[src/rtl/pw_trigger_pkg.sv]
// Shared types and default sizing for the trigger pulse-train sequencer.
package pw_trigger_pkg;

  localparam int unsigned DEF_DELAY_WIDTH = 20;
  localparam int unsigned DEF_WIDTH_WIDTH = 17;
  localparam int unsigned DEF_NUM_PULSES  = 4;
  localparam int unsigned SEQ_COUNT_WIDTH = 16;

  typedef enum logic [2:0] {
    ST_IDLE,
    ST_ARMED,
    ST_DELAY,
    ST_PULSE,
    ST_DONE
  } state_e;

  function automatic int unsigned max_u(input int unsigned a, input int unsigned b);
    return (a > b) ? a : b;
  endfunction

endpackage

[src/rtl/pw_trigger_timer.sv]
// Phase timer: restartable up-counter flagging when it equals the current phase target.
module pw_trigger_timer #(
  parameter int unsigned pCNT_WIDTH = 20
) (
  input  logic                  trigger_clk,
  input  logic                  reset_n,
  input  logic                  clear,
  input  logic                  start_one,
  input  logic [pCNT_WIDTH-1:0] target,
  output logic                  hit_c
);

  logic [pCNT_WIDTH-1:0] cnt_q, cnt_d;

  // A restart loads 1 when the phase's first cycle must count toward the target.
  always_comb begin
    cnt_d = cnt_q + pCNT_WIDTH'(1);
    if (clear) cnt_d = pCNT_WIDTH'(start_one);
  end

  always_ff @(posedge trigger_clk or negedge reset_n) begin
    if (!reset_n) cnt_q <= '0;
    else          cnt_q <= cnt_d;
  end

  assign hit_c = (cnt_q == target);

endmodule

[src/rtl/pw_trigger_sched.sv]
// Trigger sequencer: arm, match-edge start, programmable delay/width pulse train.
// Optional auto re-arm and sequence counter under PW_TRIG_AUTO_REARM_EN.
module pw_trigger_sched
  import pw_trigger_pkg::*;
#(
  parameter int unsigned pTRIGGER_DELAY_WIDTH = DEF_DELAY_WIDTH,
  parameter int unsigned pTRIGGER_WIDTH_WIDTH = DEF_WIDTH_WIDTH,
  parameter int unsigned pNUM_PULSES          = DEF_NUM_PULSES,
  localparam int unsigned pIDX_WIDTH          = $clog2(pNUM_PULSES)
) (
  input  logic                                          trigger_clk,
  input  logic                                          reset_n,
  input  logic                                          I_arm,
  input  logic                                          I_disarm,
  input  logic [pIDX_WIDTH-1:0]                         I_num_pulses,
  input  logic [pNUM_PULSES*pTRIGGER_DELAY_WIDTH-1:0]   I_delays,
  input  logic [pNUM_PULSES*pTRIGGER_WIDTH_WIDTH-1:0]   I_widths,
  input  logic                                          I_match,
`ifdef PW_TRIG_AUTO_REARM_EN
  input  logic                                          I_auto_rearm,
  output logic [SEQ_COUNT_WIDTH-1:0]                    O_seq_count,
`endif
  output logic                                          O_trigger,
  output logic                                          O_armed,
  output logic                                          O_busy,
  output logic                                          O_done,
  output logic [pIDX_WIDTH-1:0]                         O_pulse_idx
);

  localparam int unsigned CNT_W     = max_u(pTRIGGER_DELAY_WIDTH, pTRIGGER_WIDTH_WIDTH);
  localparam int unsigned DLY_BUS_W = pNUM_PULSES * pTRIGGER_DELAY_WIDTH;
  localparam int unsigned WID_BUS_W = pNUM_PULSES * pTRIGGER_WIDTH_WIDTH;

  state_e                        state_q, state_d;
  logic                          match_q, match_evt_c;
  logic [pIDX_WIDTH-1:0]         num_q, num_d, idx_q, idx_d;
  logic [DLY_BUS_W-1:0]          delays_q, delays_d;
  logic [WID_BUS_W-1:0]          widths_q, widths_d;
  logic                          trigger_q, trigger_d, armed_q, armed_d;
  logic                          busy_q, busy_d, done_q, done_d;
  logic                          tmr_clear_c, tmr_start_c, tmr_hit_c;
  logic [CNT_W-1:0]              tmr_target_c;
  logic [pTRIGGER_DELAY_WIDTH-1:0] delay_cur_c, delay0_c;
  logic [pTRIGGER_WIDTH_WIDTH-1:0] width_cur_c;
`ifdef PW_TRIG_AUTO_REARM_EN
  logic [SEQ_COUNT_WIDTH-1:0]    seq_cnt_q, seq_cnt_d;
`endif

  assign match_evt_c = I_match & ~match_q;
  assign delay0_c    = delays_q[pTRIGGER_DELAY_WIDTH-1:0];
  assign delay_cur_c = delays_q[32'(idx_q)*pTRIGGER_DELAY_WIDTH +: pTRIGGER_DELAY_WIDTH];
  assign width_cur_c = widths_q[32'(idx_q)*pTRIGGER_WIDTH_WIDTH +: pTRIGGER_WIDTH_WIDTH];

  pw_trigger_timer #(.pCNT_WIDTH(CNT_W)) u_timer (
    .trigger_clk (trigger_clk),
    .reset_n     (reset_n),
    .clear       (tmr_clear_c),
    .start_one   (tmr_start_c),
    .target      (tmr_target_c),
    .hit_c       (tmr_hit_c)
  );

  // Next-state, shadow capture and registered output decode.
  always_comb begin
    state_d      = state_q;
    idx_d        = idx_q;
    num_d        = num_q;
    delays_d     = delays_q;
    widths_d     = widths_q;
    tmr_target_c = '0;
    case (state_q)
      ST_IDLE: begin
        if (I_arm && !I_disarm) begin
          num_d    = I_num_pulses;
          delays_d = I_delays;
          widths_d = I_widths;
          state_d  = ST_ARMED;
        end
      end
      ST_ARMED: begin
        if (I_disarm)         state_d = ST_IDLE;
        else if (match_evt_c) state_d = (delay0_c == '0) ? ST_PULSE : ST_DELAY;
      end
      ST_DELAY: begin
        tmr_target_c = CNT_W'(delay_cur_c);
        if (I_disarm)       state_d = ST_IDLE;
        else if (tmr_hit_c) state_d = ST_PULSE;
      end
      ST_PULSE: begin
        tmr_target_c = (width_cur_c == '0) ? CNT_W'(1) : CNT_W'(width_cur_c);
        if (I_disarm) begin
          state_d = ST_IDLE;
        end else if (tmr_hit_c) begin
          if (idx_q == num_q) begin
            state_d = ST_DONE;
          end else begin
            idx_d   = idx_q + pIDX_WIDTH'(1);
            state_d = ST_DELAY;
          end
        end
      end
      ST_DONE: begin
        state_d = ST_IDLE;
`ifdef PW_TRIG_AUTO_REARM_EN
        if (I_auto_rearm && !I_disarm) state_d = ST_ARMED;
`endif
      end
      default: state_d = ST_IDLE;
    endcase

    if (state_d == ST_ARMED && state_q != ST_ARMED) idx_d = '0;

    // First delay counts from 1 (the match cycle is cycle 0); inter-pulse gaps count from 0.
    tmr_clear_c = (state_d != state_q) || !(state_q inside {ST_DELAY, ST_PULSE});
    tmr_start_c = (state_d == ST_PULSE) || (state_q == ST_ARMED);

    trigger_d = (state_d == ST_PULSE);
    armed_d   = (state_d == ST_ARMED);
    busy_d    = (state_d == ST_DELAY) || (state_d == ST_PULSE);
    done_d    = (state_d == ST_DONE);
  end

`ifdef PW_TRIG_AUTO_REARM_EN
  always_comb begin
    seq_cnt_d = seq_cnt_q;
    if (state_q == ST_IDLE && I_arm && !I_disarm) seq_cnt_d = '0;
    else if (state_q == ST_DONE && seq_cnt_q != '1) seq_cnt_d = seq_cnt_q + SEQ_COUNT_WIDTH'(1);
  end

  always_ff @(posedge trigger_clk or negedge reset_n) begin
    if (!reset_n) seq_cnt_q <= '0;
    else          seq_cnt_q <= seq_cnt_d;
  end

  assign O_seq_count = seq_cnt_q;
`endif

  always_ff @(posedge trigger_clk or negedge reset_n) begin
    if (!reset_n) begin
      state_q   <= ST_IDLE;
      match_q   <= 1'b0;
      idx_q     <= '0;
      num_q     <= '0;
      delays_q  <= '0;
      widths_q  <= '0;
      trigger_q <= 1'b0;
      armed_q   <= 1'b0;
      busy_q    <= 1'b0;
      done_q    <= 1'b0;
    end else begin
      state_q   <= state_d;
      match_q   <= I_match;
      idx_q     <= idx_d;
      num_q     <= num_d;
      delays_q  <= delays_d;
      widths_q  <= widths_d;
      trigger_q <= trigger_d;
      armed_q   <= armed_d;
      busy_q    <= busy_d;
      done_q    <= done_d;
    end
  end

  assign O_trigger   = trigger_q;
  assign O_armed     = armed_q;
  assign O_busy      = busy_q;
  assign O_done      = done_q;
  assign O_pulse_idx = idx_q;

endmodule

[config.mk]
export PLATFORM = sky130hd
export DESIGN_NAME = pw_trigger_sched
export DESIGN_NICKNAME = d
export VERILOG_FILES = /design/src/rtl/pw_trigger_pkg.sv /design/src/rtl/pw_trigger_timer.sv /design/src/rtl/pw_trigger_sched.sv
export SDC_FILE = /design/constraint.sdc
export NUM_CORES = 1
export LEC_CHECK = 0
export ABC_CLOCK_PERIOD_IN_PS = 5350
export CORE_UTILIZATION = 35
export DETAILED_ROUTE_END_ITERATION = 8
export SYNTH_ARGS = -nofsm -noshare
export SYNTH_HDL_FRONTEND = slang
export SYNTH_SLANG_ARGS = --single-unit
[constraint.sdc]
create_clock -name trigger_clk -period 5.35 [get_ports trigger_clk]
set_clock_uncertainty 0.1 [all_clocks]
set_input_delay 0.535 -clock trigger_clk [delete_from_list [all_inputs] [get_ports trigger_clk]]
set_output_delay 0.535 -clock trigger_clk [all_outputs]
set_load 0.05 [all_outputs]
==> results of run 1 <==
==> power groups by stage <==
stage / sequential, uW / combinational, uW / clock [uW]
floorplan: 1830 / 528 / 0
global placement: 1940 / 786 / 0
detailed placement: 1940 / 807 / 0
CTS: 1910 / 810 / 1210
global route: 1950 / 897 / 1270
finish: 1910 / 798 / 1190
==> synth_stat cells (all sizes together), types with 5 or more instances <==
| cell type | count |
|---|---|
| nor4 | 14 |
| xnor2 | 21 |
| and3 | 6 |
| o21ai | 9 |
| a21oi | 6 |
| mux4 | 37 |
| xor2 | 14 |
| a22oi | 15 |
| nand2 | 466 |
| inv | 7 |
| nand4 | 5 |
| nor3 | 6 |
| clkbuf | 39 |
| nand3 | 15 |
| buf | 13 |
| nor2 | 32 |
| mux2i | 8 |
| dfrtp | 180 |
==> logic make-up after synthesis <==
logic type	count (synthesis)	synth area share
AND/OR/NAND/NOR	563	0.264
flip-flops	180	0.519
buffers and inverters	59	0.0326
multiplexers	45	0.113
AO/OA/AOI/OAI	43	0.0350
XOR/XNOR	35	0.0353
adder cells (fa/ha/maj)	1	0.00144
==> metal layers <==
metal,vias up,wire length (microns)
li1,3325,-
met1,3418,10400
met2,139,12300
met3,22,930
met4,0,382
met5,-,0
==> placed cells by master, fill, tap and decap left out, types with 4 or more instances in the layout <==
cell               n
a21oi_1            6
a22oi_1           14
and3_1             6
buf_4              7
clkbuf_16         17
clkdlybuf4s50_1  159
clkinv_4           4
dfrtp_1          178
inv_1              7
inv_6              4
mux2i_1            8
mux4_1            19
mux4_2            18
nand2_1          466
nand3_1           15
nand4_1            5
nor2_1            32
nor3_1             6
nor4_1            12
o21ai_0            8
xnor2_1           21
xor2_1            14
==> area by class of cell <==
| class | instances | area (sq um) |
|---|---|---|
| clock buffers | 18 | 429 |
| clock inverters | 14 | 120 |
| fillers | 2360 | 13200 |
| inverters | 7 | 26.3 |
| multi-input cells | 687 | 3910 |
| flip-flops and latches | 180 | 4510 |
| well taps | 324 | 405 |
| repair buffers | 168 | 1680 |
==> registers in the layout, indices dropped and copies added, names as in the netlist <==
name and flops:
O_armed 1, O_busy 1, O_done 1, O_pulse_idx 2
O_trigger 1, delays_q 80, match_q 1, num_q 2
state_q 3, u_timer.cnt_q 20, widths_q 68
==> per-stage QoR <==
| step | area [sq um] | power (uW) | hold slack, ps |
|---|---|---|---|
| after global routing | 11100 | 4110 | 98.2 |
| after floorplan | 8690 | 2350 | 139 |
| after detailed placement | 10500 | 2740 | 359 |
| after global placement | 10500 | 2720 | 352 |
| final | 11100 | 3900 | 27.2 |
| after CTS | 11100 | 3930 | 73.1 |
==> worst max path at each step <==
stage | end | slack, ps | depth (start not counted)
after floorplan | u_timer.cnt_q[0]$_DFF_PN0_ | 1900 | 10
after global placement | u_timer.cnt_q[0]$_DFF_PN0_ | 1380 | 9
after detailed placement | u_timer.cnt_q[0]$_DFF_PN0_ | 1280 | 9
after CTS | u_timer.cnt_q[0]$_DFF_PN0_ | 1270 | 9
after global routing | u_timer.cnt_q[0]$_DFF_PN0_ | 1010 | 9
final | u_timer.cnt_q[0]$_DFF_PN0_ | 1260 | 9
==> results.py, run 1 <==
metrics = {
    "sta": {
        "finalSetupTns_ps": 0,
        "fin_crit_ps": 4090,
        "worst_pin_slew_ps": 820,
        "max_freq_mhz": 244,
        "drv_slew": 0,
        "rsz0062_at_grt": "no",
        "post-route-period-util": 0.765,
        "setup_slack_ps": 1260,
        "hold_viol_final": 0,
        "finalSetupViolCount": 0,
        "relSlewSlack": 0.453,
    },
    "routing": {
        "ant_nets": 0,
        "route.detailed.drc": 0,
        "num_vias": 6904,
        "routed_wl_microns": 24000,
        "drtIter0Drc": 387,
        "wl_per_cell_microns": 17.2,
        "dr.pass1.iters": 5,
        "viasPerCell": 4.94,
    },
    "cts": {
        "post_cts_buffers": 0,
        "cts-root-buf": "clkbuf_16",
        "cts.sinks": 180,
        "numCtsBuffers": 17,
        "hold_buffers": 0,
        "h-tree-depth": 4,
        "cts_resized": 0,
        "clk_latency_ps": 440,
        "cts.clk_slew.worst_paths_ps": 70,
        "clockBufferDepth": 2,
        "cts_tree": "yes",
    },
    "floorplanning": {
        "die_y_microns": 160,
        "coreArea_sq_mm": 0.0243,
        "row_count": 57,
        "die_w_microns": 160,
        "dieArea_sq_mm": 0.0255,
        "ios": 161,
        "initial_core_util": 0.357,
    },
    "global_routing": {
        "grt.overflow.total": 0,
        "grt_antenna_before_repair": 0,
        "grt_first_pass_wirelength_microns": 37700,
        "use_met3": 0.0391,
        "grt_max_degree": 96,
        "use_met1": 0.248,
        "use_met2": 0.335,
        "gr-max-usage-layer": "met2",
        "grtUsageTotal": 0.195,
        "grt_pass1_vias": 6942,
    },
    "status": {
        "status": "completed",
    },
    "yosys": {
        "synth_flop_cell": "dfrtp_1",
        "ys_ff_latch": 180,
        "syn-num-nets": 1082,
        "ys_top_cells_by_area": "dfrtp_1, nand2_1, mux4_1",
        "async_reset_ff_frac": 1.00,
        "synth_edf_count": 0,
        "ys_warn_count": 0,
        "synth_area_sq_mm": 0.00869,
        "synth.distinct_cells": 47,
        "syn_inst": 926,
        "avgSynthCellArea_sq_um": 9.38,
        "yosysSeqAreaShare": 0.519,
        "synth_top_area_cell": "dfrtp_1",
        "synth_top_area_share": 0.519,
    },
    "critical_path": {
        "cp_max_fo": 29,
        "worst_path_max_delay_cell": "dfrtp_2",
        "r2r_setup_slack_ps": 1260,
        "arrival_ps": 4340,
        "ff2ff_path_depth": 9,
        "r2r-end": "u_timer.cnt_q[0]$_DFF_PN0_",
        "cp_slowest_stage_delay_ps": 900,
        "startpoint": "O_pulse_idx[0]$_DFFE_PN0P_",
        "critPathTopFamily": "simple AND/OR/NAND/NOR gates",
        "criticalPathCategory": "reg2reg",
        "r2r_start": "O_pulse_idx[0]$_DFFE_PN0P_",
        "cp.required_ps": 5600,
        "cp-start-kind": "flop",
        "cp_cell_sequence": "buf_4, mux4_1, o21a_1, o22a_1, o21ai_0, nand4_1, or4_4, nand2b_2, mux2i_1",
        "cp_num_buf_inv": 1,
        "endpoint_kind": "flop",
    },
    "power_and_ir_drop": {
        "p_leak_uw": 0.00512,
        "p_int_uw": 2670,
        "pwr-share-clk": 0.305,
        "p_seq_frac": 0.490,
        "p_comb_frac": 0.204,
        "worst_ir_drop_vdd_mv": 0.155,
        "switching_share": 0.316,
        "power.switching_uw": 1230,
        "p_per_area_mw_per_mm2": 353,
    },
    "placed_design": {
        "post-place-ws_ps": 1280,
        "dp_hpwl_microns": 17700,
        "place.port_buffers": 160,
        "place_congestion": 0.880,
        "dpl.cell_count": 1366,
    },
    "final_layout": {
        "drive_gt1_frac": 0.0642,
        "n_antenna_cell": 0,
        "fin_util": 0.455,
        "instances_no_fill": 1398,
        "area_growth_pct": 27.5,
        "final_nets": 1217,
    },
    "flow_run": {
        "cap_violations": 0,
    },
    "worst_hold_path": {
        "min_path_type": "in2async",
    },
}
(Power assumes the default switching activity.)
==> run 2, diff against run 1 <==
ABC_CLOCK_PERIOD_IN_PS = 3400   (was 5350)
clock period = 3.4 ns   (was 5.35 ns; I/O delays follow)
==> results.py, run 2 (same netlist as run 1, synthesis figures left out) <==
metrics = {
    "critical_path": {
        "cp_max_fo": 19,
        "cp-start-kind": "flop",
        "arrival_ps": 3470,
        "critPathTopFamily": "simple AND/OR/NAND/NOR gates",
        "criticalPathCategory": "reg2reg",
        "endpoint_kind": "flop",
        "cp_num_buf_inv": 3,
        "worst_path_max_delay_cell": "mux4_1",
        "cp_cell_sequence": "clkbuf_4, buf_4, mux4_1, a22oi_1, xnor2_1, nor4_1, nand4_1, or4_4, nand2b_2, buf_12, nor2_1",
        "cp.required_ps": 3630,
        "cp_slowest_stage_delay_ps": 570,
    },
    "sta": {
        "finalSetupTns_ps": 0,
        "hold_viol_final": 0,
        "finalSetupViolCount": 0,
        "whs_ps": 267,
        "drv_slew": 0,
        "post-route-period-util": 0.954,
        "relSlewSlack": 0.437,
        "setup_slack_ps": 156,
        "fin_crit_ps": 3240,
        "max_freq_mhz": 308,
        "worst_pin_slew_ps": 844,
    },
    "floorplanning": {
        "coreArea_sq_mm": 0.0243,
        "dieArea_sq_mm": 0.0255,
        "ios": 161,
        "initial_core_util": 0.357,
        "die_w_microns": 160,
        "die_y_microns": 160,
        "row_count": 57,
    },
    "cts": {
        "numCtsBuffers": 17,
        "clockBufferDepth": 2,
        "clk_latency_ps": 440,
        "cts-root-buf": "clkbuf_16",
        "cts.sinks": 180,
        "cts.clk_slew.worst_paths_ps": 70,
        "h-tree-depth": 4,
        "cts_tree": "yes",
    },
    "power_and_ir_drop": {
        "power.switching_uw": 1870,
        "pwr-share-clk": 0.302,
        "p_per_area_mw_per_mm2": 546,
        "p_leak_uw": 0.00524,
        "p_int_uw": 4310,
        "p_seq_frac": 0.482,
        "p_comb_frac": 0.216,
        "switching_share": 0.303,
        "worst_ir_drop_vdd_mv": 0.218,
    },
    "global_routing": {
        "grt.overflow.total": 0,
        "grtUsageTotal": 0.196,
        "grt_first_pass_wirelength_microns": 38300,
        "grt_max_degree": 82,
        "grt_antenna_before_repair": 0,
        "grt_pass1_vias": 7038,
    },
    "placed_design": {
        "place_congestion": 0.852,
        "dpl_cell_area_sq_mm": 0.0107,
        "dp_hpwl_microns": 17500,
        "post-place-ws_ps": 103,
        "place.port_buffers": 160,
    },
    "routing": {
        "dr.pass1.iters": 5,
        "ant_nets": 0,
        "drtIter0Drc": 457,
        "viasPerCell": 4.90,
        "route.detailed.drc": 0,
        "routed_wl_microns": 23900,
        "wl_per_cell_microns": 16.9,
        "num_vias": 6942,
    },
    "final_layout": {
        "drive_gt1_frac": 0.0868,
        "fillers": 2307,
        "ff_latch_area_sq_mm": 0.00451,
        "final_nets": 1237,
        "final_common_cell": "nand2_1",
        "final_cell_mix": "nand2_1, dfrtp_1, clkdlybuf4s50_1, nor2_1, mux4_2",
        "largest_registers": "delays_q x80, widths_q x68, u_timer.cnt_q x20",
        "largest_reg_flops": 80,
        "fin_area_sq_mm": 0.0113,
        "top_register": "delays_q",
        "multiInputGateArea_sq_mm": 0.00390,
        "n_antenna_cell": 0,
        "area_growth_pct": 30.3,
    },
    "status": {
        "status": "completed",
    },
    "flow_run": {
        "cap_violations": 0,
    },
    "worst_hold_path": {
        "min_path_type": "in2reg",
    },
}
==> run 2: changes by cell type in the layout (fill, tap and decap cells not counted), moves of 4 or more <==
cell,previous run,this run
clkbuf_8,0,4
mux4_2,18,23
buf_4,7,18
mux4_1,19,14
buf_12,1,7
==> run 2: area by class of cell <==
| cell class | instances | area share |
|---|---|---|
| Clock buffer | 22 | 0.0428 |
| Clock inverter | 10 | 0.00641 |
| Sequential cell | 180 | 0.398 |
| Multi-Input combinational cell | 687 | 0.344 |
| Timing Repair Buffer | 188 | 0.170 |
| Inverter | 7 | 0.00232 |
| Tap cell | 324 | 0.0358 |
==> run 2: worst reg2reg max path: stages (launching register included) <==
cell	delay, ps
dfrtp_4	440
clkbuf_4	200
buf_4	170
mux4_1	570
a22oi_1	230
xnor2_1	130
nor4_1	280
nand4_1	190
or4_4	470
nand2b_2	130
buf_12	160
nor2_1	70
==> run 2: routing by layer <==
metal	global-route usage	wire length, microns
met2	0.328	12000
met3	0.0401	1110
met1	0.256	10300
met4	0.0608	448
met5	0	0
==> run 2: worst paths after layout <==
| path | start | to | slack [ps] | depth (start not counted) |
|---|---|---|---|---|
| worst max-delay path | O_pulse_idx[0]$_DFFE_PN0P_ | u_timer.cnt_q[12]$_DFF_PN0_ | 160 | 11 |
| worst min-delay path | I_match | match_q$_DFF_PN0_ | 270 | 1 |
| worst max register to register | O_pulse_idx[0]$_DFFE_PN0P_ | u_timer.cnt_q[12]$_DFF_PN0_ | 160 | 11 |
| worst min register to register | delays_q[30]$_DFFE_PN0P_ | delays_q[30]$_DFFE_PN0P_ | 370 | 2 |
| max in group asynchronous | reset_n | widths_q[54]$_DFFE_PN0P_ | 1820 | 3 |
| min in group asynchronous | reset_n | delays_q[17]$_DFFE_PN0P_ | 410 | 2 |
==> run 2: repair_timing <==
action,in CTS,in global routing
gates resized for setup,0,8
hold buffers,1,0
endpoints found under the setup margin,0,21
setup buffers,0,4
endpoints found under the hold margin,73,0
==> run 2: power by group through the flow <==
| stage | Sequential, uW | Combinational (uW) | Clock [uW] |
|---|---|---|---|
| 6_report | 2980 | 1340 | 1870 |
| 2_1_floorplan | 2870 | 830 | 0 |
| 5_1_grt | 3040 | 1520 | 1980 |
| 3_5_place_dp | 3010 | 1330 | 0 |
| 4_1_cts | 2980 | 1340 | 1900 |
| 3_3_place_gp | 3010 | 1310 | 0 |
==> run 2: per-stage QoR <==
step | total power, uW | util | instances
finish | 6180 | 0.465 | 1418
global placement | 4310 | 0.440 | 1380
CTS | 6220 | 0.463 | 1413
floorplan | 3700 | - | 926
detailed placement | 4350 | 0.440 | 1380
global route | 6540 | 0.465 | 1418
